File: src/rtl/reaction_timer_pkg.sv
// Shared types and constants for the reaction timer: FSM states, light-bar
// patterns and a BCD helper for turning the saturation limit into digits.
package reaction_pkg;

  typedef enum logic [2:0] {
    IDLE,
    ARMED,
    TIMING,
    DONE,
    FOUL
  } state_t;

  localparam logic [7:0] LIGHTS_ALL = 8'hFF;
  localparam logic [7:0] LIGHTS_OFF = 8'h00;

  typedef logic [3:0] bcd_digit_t;

  function automatic logic [15:0] to_bcd(input int unsigned value);
    logic [15:0] r;
    int unsigned v;
    v = value;
    r = '0;
    for (int i = 0; i < 4; i++) begin
      r[i*4 +: 4] = 4'(v % 10);
      v = v / 10;
    end
    return r;
  endfunction

endpackage

File: src/rtl/reaction_timer_if.sv
// Light bar, tick and button in; measured time and status flags out.
interface reaction_timer_if;
  logic [7:0]  lights;
  logic        tick;
  logic        button;
  logic [15:0] time_bcd;
  logic        valid;
  logic        jump_start;
  logic        timeout;
  logic        busy;

  modport master (
    output lights, tick, button,
    input  time_bcd, valid, jump_start, timeout, busy
  );

  modport slave (
    input  lights, tick, button,
    output time_bcd, valid, jump_start, timeout, busy
  );
endinterface

File: src/rtl/reaction_timer_bcd_counter.sv
// Four cascaded BCD digits that count up on en and stop exactly at max.
module bcd_counter
  import reaction_pkg::*;
(
  input  logic        clk,
  input  logic        rst,
  input  logic        clr,
  input  logic        en,
  input  logic [15:0] max,
  output logic [15:0] count,
  output logic        at_max
);

  bcd_digit_t digit_q [4];
  logic [3:0] carry;

  assign at_max   = (count == max);
  assign carry[0] = en & ~at_max;

  genvar gi;
  generate
    for (gi = 0; gi < 4; gi++) begin : g_digit
      if (gi < 3) begin : g_carry
        assign carry[gi+1] = carry[gi] & (digit_q[gi] == 4'd9);
      end

      always_ff @(posedge clk) begin
        if (!rst || clr) begin
          digit_q[gi] <= '0;
        end else if (carry[gi]) begin
          digit_q[gi] <= (digit_q[gi] == 4'd9) ? 4'd0 : digit_q[gi] + 4'd1;
        end
      end

      assign count[gi*4 +: 4] = digit_q[gi];
    end
  endgenerate

endmodule

File: src/rtl/reaction_timer.sv
// Watches the start-light bar for lights out, times the driver's button press
// in BCD milliseconds and flags jump starts and timeouts.
module reaction_timer
  import reaction_pkg::*;
#(
  parameter int MAX_MS = 9999
) (
  input logic             clk,
  input logic             rst,
  reaction_timer_if.slave bus
);

  localparam logic [15:0] MAX_BCD = to_bcd(MAX_MS);

  state_t      state_q;
  logic        btn_q;
  logic [7:0]  prev_lights_q;
  logic        valid_q;
  logic        jump_q;
  logic        timeout_q;
  logic        busy_q;
  logic [15:0] count;
  logic        at_max;

  logic press;
  logic seq_start;
  logic lights_out;
  logic resting;

  assign press      = bus.button & ~btn_q;
  // A new sequence is the bar leaving all-dark, so a foul mid-fill stays latched
  // through the rest of that same sequence.
  assign seq_start  = (prev_lights_q == LIGHTS_OFF) && (bus.lights != LIGHTS_OFF);
  assign lights_out = (prev_lights_q == LIGHTS_ALL) && (bus.lights == LIGHTS_OFF);
  assign resting    = (state_q == IDLE) || (state_q == DONE) || (state_q == FOUL);

  bcd_counter u_counter (
    .clk    (clk),
    .rst    (rst),
    .clr    (resting && seq_start),
    .en     ((state_q == TIMING) && bus.tick && !press),
    .max    (MAX_BCD),
    .count  (count),
    .at_max (at_max)
  );

  always_ff @(posedge clk) begin
    if (!rst) begin
      state_q       <= IDLE;
      btn_q         <= 1'b0;
      prev_lights_q <= LIGHTS_OFF;
      valid_q       <= 1'b0;
      jump_q        <= 1'b0;
      timeout_q     <= 1'b0;
      busy_q        <= 1'b0;
    end else begin
      btn_q         <= bus.button;
      prev_lights_q <= bus.lights;
      case (state_q)
        IDLE, DONE, FOUL: begin
          if (seq_start) begin
            state_q   <= ARMED;
            busy_q    <= 1'b1;
            valid_q   <= 1'b0;
            jump_q    <= 1'b0;
            timeout_q <= 1'b0;
          end
        end
        ARMED: begin
          if (press) begin
            state_q <= FOUL;
            busy_q  <= 1'b0;
            jump_q  <= 1'b1;
          end else if (lights_out) begin
            state_q <= TIMING;
          end else if (bus.lights == LIGHTS_OFF) begin
            state_q <= IDLE;
            busy_q  <= 1'b0;
          end
        end
        TIMING: begin
          // A press wins over saturation and over a coincident tick.
          if (press) begin
            state_q <= DONE;
            busy_q  <= 1'b0;
            valid_q <= 1'b1;
          end else if (at_max) begin
            state_q   <= DONE;
            busy_q    <= 1'b0;
            valid_q   <= 1'b1;
            timeout_q <= 1'b1;
          end
        end
        default: begin
          state_q <= IDLE;
          busy_q  <= 1'b0;
        end
      endcase
    end
  end

  assign bus.time_bcd   = count;
  assign bus.valid      = valid_q;
  assign bus.jump_start = jump_q;
  assign bus.timeout    = timeout_q;
  assign bus.busy       = busy_q;

endmodule

File: src/flat_wrapper.sv
// flat-port wrapper written by rule: the top's interface ports become plain ports
module reaction_timer_flat import reaction_pkg::*;
#(
  parameter int MAX_MS = 9999
)
  (clk, rst, bus_lights, bus_tick, bus_button, bus_time_bcd, bus_valid, bus_jump_start, bus_timeout, bus_busy);
  reaction_timer_if bus_i ();
  input logic clk;
  input logic rst;
  input wire logic [$bits(bus_i.lights)-1:0] bus_lights;
  input wire logic [$bits(bus_i.tick)-1:0] bus_tick;
  input wire logic [$bits(bus_i.button)-1:0] bus_button;
  output wire logic [$bits(bus_i.time_bcd)-1:0] bus_time_bcd;
  output wire logic [$bits(bus_i.valid)-1:0] bus_valid;
  output wire logic [$bits(bus_i.jump_start)-1:0] bus_jump_start;
  output wire logic [$bits(bus_i.timeout)-1:0] bus_timeout;
  output wire logic [$bits(bus_i.busy)-1:0] bus_busy;
  assign bus_i.lights = bus_lights;
  assign bus_i.tick = bus_tick;
  assign bus_i.button = bus_button;
  assign bus_time_bcd = bus_i.time_bcd;
  assign bus_valid = bus_i.valid;
  assign bus_jump_start = bus_i.jump_start;
  assign bus_timeout = bus_i.timeout;
  assign bus_busy = bus_i.busy;
  reaction_timer #(.MAX_MS(MAX_MS)) u_core (.clk(clk), .rst(rst), .bus(bus_i));
endmodule
File: config.mk
export PLATFORM = sky130hd
export DESIGN_NAME = reaction_timer_flat
export DESIGN_NICKNAME = d
export VERILOG_FILES = /design/src/rtl/reaction_timer_pkg.sv /design/src/rtl/reaction_timer_if.sv /design/src/rtl/reaction_timer_bcd_counter.sv /design/src/rtl/reaction_timer.sv /design/src/flat_wrapper.sv
export SDC_FILE = /design/constraint.sdc
export NUM_CORES = 1
export LEC_CHECK = 0
export BUFFER_PORTS_ARGS = -buffer_cell sky130_fd_sc_hd__clkbuf_2
export CORE_MARGIN = 3
export CORE_UTILIZATION = 42
export CTS_CLUSTER_SIZE = 16
export DETAILED_ROUTE_END_ITERATION = 8
export GPL_ROUTABILITY_DRIVEN = 0
export PLACE_DENSITY = 0.67
export REMOVE_ABC_BUFFERS = 1
export SETUP_SLACK_MARGIN = 0.2
export SYNTH_ARGS = -nofsm -noshare
export SYNTH_HDL_FRONTEND = slang
export SYNTH_SLANG_ARGS = --single-unit
File: constraint.sdc
create_clock -name clk -period 2.5 [get_ports clk]
set_input_delay 0.125 -clock clk [delete_from_list [all_inputs] [get_ports clk]]
set_output_delay 0.125 -clock clk [all_outputs]
set_load 0.02 [all_outputs]
* Yosys cells after proc, flatten, opt, wreduce, memory -nomap -nowiden
Memories as Yosys holds them, arrays and structs flattened.
Index checks and enable logic that the tools add are counted.
** Cells by class
- Add/subtract/negate cells :: 4
- Equal/unequal tests :: 18
- Mux-type cells :: 44
- Bitwise operators :: 11
- Reductions and logical operators :: 22
** Operators by type and width (count)
- 4-bit 2-to-1 mux :: 8
- 1-bit 2-to-1 mux :: 25
- 3-bit 2-to-1 mux :: 6
- 4-bit by 1-bit adder with 4-bit output, second input constant :: 4
- 16-bit equality test, second input constant :: 1
- 4-bit equality test, second input constant :: 4
- 8-bit zero test :: 2
- 3-bit one-hot mux with 3 select lines :: 1
- 3-bit AND reduction :: 3
- 8-bit equality test, second input constant :: 1
- 4-bit AND reduction :: 2
- 8-bit nonzero test :: 1
- 3-bit by 2-bit equality test with 1-bit output, second input constant :: 2
- 3-bit by 2-bit inequality test with 1-bit output, second input constant :: 2
- 1-bit one-hot mux with 2 select lines :: 3
- 1-bit bitwise AND :: 5
- 1-bit logical AND :: 5
- 2-bit by 1-bit inequality test with 1-bit output, second input constant :: 2
- 2-bit inequality test, second input constant :: 2
- 4-bit by 1-bit inequality test with 1-bit output, second input constant :: 1
- 1-bit bitwise OR :: 4
- 2-bit nonzero test :: 2
- 3-bit by 1-bit equality test with 1-bit output, second input constant :: 1
- 3-bit equality test, second input constant :: 1
- other kinds (7) :: 11
** Word-level totals
- Bits in registers :: 16
- Memory bits (writable) :: 16
- Logic and storage cells :: 107
- Memories kept :: 1
** Memory list
- u_core.u_counter.digit_q :: depth 4, bits a word 4, rd ports 4, clocked after memory_dff 0, wr ports 4, RTL line reaction_timer_bcd_counter.sv:14 : bcd_digit_t digit_q [4];

* Longest topological paths before layout
- Word-level depth :: 12
- Mapped depth :: 7

* Modules after synthesis
From an unflattened synthesis, not the netlist that was laid out.
** Second synthesis, totals
- Cells, all modules :: 174
- Area total of the unflattened synthesis :: 1805.5 µm²
** By module, submodules not included
- bcd_counter :: times used 1, cells each 104, area each 1147.4 µm², sequential area each 480.5 µm²
- reaction_timer :: times used 1, cells each 70, area each 658.1 µm², sequential area each 320.3 µm²

* Least setup slack after synthesis
Ideal clock, no wire load.
- Path type :: reg2reg
- Start :: memory u_core.u_counter.digit_q[0][1] (netlist name)
- End :: memory u_core.u_counter.digit_q[3][0] (netlist name), enable pin
- Setup time :: 0.373 ns
- Arrival :: 1.760 ns
- Setup slack :: 0.368 ns
- Cell stages (with the launch flop) :: 7
- Path buffers :: 0
- Cell sequence :: edfxtp_1 > inv_1 > ha_1 > and3b_1 > o31ai_1 > or2_2 > o31ai_1
** RTL lines (RTL line)
- start, declared :: reaction_timer_bcd_counter.sv:14

==> impl_results.md <==
* Outcome: finished, final reports clean
* Peak supply drop at 296 uV
* Clock Pin Slew Worst Setup and Hold Paths at 0.07 ns
* Most frequent cells in the layout: clkbuf_2 (31), dfxtp_1 (16), edfxtp_1 (16)
* Final period util at 84.5%
* Crit path max fanout at 12
* Synth top area share at 28.9%
* Non-Filler Instances at 239
* Total routed wirelength at 3270 microns
* Design area at 1960 sq um
* Startpoint Class: flip-flop
* Number of fillers in the final layout at 355
* Min Clock Period, post-route at 2.11 ns
* Ys Warns at 0
* Mapped Avg Cell Area at 10.7 sq um
* Overall routing resource usage at 15.9%
* FP Rows at 22
* TritonCTS buffer count at 5
* Crit path max-delay cell type: or4_1
* Pin count of the biggest net entering global routing at 16
* Initial Utilization at 44.4%
* Met3 Use GR at 4.86%
* Area Overhead vs Synth at 18.1%
* Pre-CTS setup slack at 0.295 ns
* Root buffer cell: clkbuf_8
* Post-layout power at 1.20 mW
* GR Overflow Total at 0
* Die area at 4750 sq um
* IO Pins at 32
* Setup TNS Final at 0 ns
* Main area contributors after synthesis: edfxtp_1 (29%), dfxtp_1 (19%), ha_1 (6.0%)
* Final hold slack at 0.0628 ns
* Port buffer count at 31
* Seq/Total Area, Yosys at 48.2%
* Initial antenna violation count at 0
* Met1 GRT Util at 17.3%
* Hold Crit Class: in -> reg
* Slew @ Worst Pin at 0.633 ns
* Vias in the first global route at 1225
* Die W at 68.9 microns
* Diode count at 0
* Worst-Skew Late Latency at 0.29 ns
* Setup ws final at 0.387 ns
* TritonCTS Sinks at 32
* Register Area at 801 sq um
* Nets@finish at 210
* Routed Antenna Nets at 0
* Initial DRC count at 46
* Placed inst area at 1850 sq um
* CP Capture Type: flip-flop
* H-tree levels at 2
* Max cap viols at 0
* RSZ-0062 raised after global routing: no
* Vias per std cell at 5.40
* Final Hold Vio Count at 0
* First-pass GRT wire length at 5380 microns
* Distinct cells, synth at 42
* Final setup viols at 0
* DP HPWL at 2500 microns
* Final core utilization at 52.4%
* CTS max path bufs at 2
* Worst path required time at 2.52 ns
* Cell Chain, Critical Path: or4_1 > a211oi_2 > a2111o_1 > nor3_1
* Via count at 1291
* Router iterations before antenna repair at 4
* Wire per inst at 13.7 microns
* Layout cells sized above 1 at 26.2%
* Setup Skew at 0.0118 ns
* EDFF count, synth at 16
* Slew margin rel. at 57.3%
* Setup CP Type: reg -> reg
* Synth Instances at 155
* Register bit total from synthesis at 32
* Final slew viol count at 0
* Crit path DAT at 2.14 ns
* Slowest stage delay, CP at 0.56 ns
* Met2 Usage GRT at 28.0%
* Post-synth ARST share at 0%
* TritonCTS clock tree: yes
* Core box area at 3740 sq um
* Most common cell after layout, fill and taps aside: clkbuf_2
* GRT busiest layer: met2
* Residual DRC count at 0
* Post-synth top flop: edfxtp_1
* Static leakage at 0.735 nW
* Die height at 68.9 microns
* Yosys top cell by area: edfxtp_1
* Max frequency at 473 MHz
* Placed Instances at 231
* Area of the multi-input gates at 806 sq um
* Post-Syn Area at 1660 sq um
* Power Density at 609 nW/um^2
==> routing by layer <==
metal,vias to the layer above,routed length (microns)
met1,611,1420
met5,-,0
met4,0,66
met3,7,152
met2,26,1640
li1,647,-
==> synth_stat cells, types with 5 or more instances <==
cell type and count:
and2_1 9, inv_1 7, a21oi_1 5, nor2_1 8
edfxtp_1 16, ha_1 8, nand2_1 8, nor3_1 11
dfxtp_1 16, nor4_1 5
==> power by group <==
group,internal (mW),switching [mW]
clock network,0.290,0.183
registers,0.576,0.0229
logic,0.0461,0.0774
total,0.912,0.284
==> timing repair <==
| action | CTS | global route |
|---|---|---|
| hold buffers | 0 | 0 |
| endpoints found under the setup margin | 0 | 8 |
| gates resized for setup | 0 | 2 |
| buffers inserted | 0 | 0 |
==> cell families after synthesis <==
group	share of synthesized area, %
compound gates	11.7
fa+ha+maj	6.02
simple gates	26.2
flops	48.2
buf+inv	3.61
xor+xnor	4.22
==> area by class of cell <==
class | count | share of cell area (%)
flip-flops and latches | 32 | 40.8
clock buffers | 5 | 3.51
clock inverters | 3 | 1.91
multi-input cells | 112 | 41.1
well taps | 48 | 3.06
inverters | 7 | 1.34
repair buffers | 32 | 8.29
==> flip-flops by register name (all words and copies together) (netlist names) <==
signal	cells
u_core.state_q	3
u_core.u_counter.digit_q	16
u_core.bus.valid	1
u_core.bus.busy	1
u_core.btn_q	1
u_core.bus.timeout	1
u_core.prev_lights_q	8
u_core.bus.jump_start	1
==> critical path, delay by kind of cell, from the launching register on <==
kind,cells,cell delay (ns)
AOI/OAI and AO/OA,2,0.86
DFF,1,0.31
and+or+nand+nor,2,0.68
==> final timing paths <==
path,cells past startpoint,to,startpoint,slack [ns]
worst max-delay path,4,u_core.u_counter.digit_q[2][3],u_core.prev_lights_q[0],0.39
worst min-delay path,2,u_core.btn_q,bus_button,0.06
worst max register to register,4,u_core.u_counter.digit_q[2][3],u_core.prev_lights_q[0],0.39
worst min register to register,2,u_core.bus.timeout,u_core.bus.timeout,0.45
(Power assumes the default switching activity.)
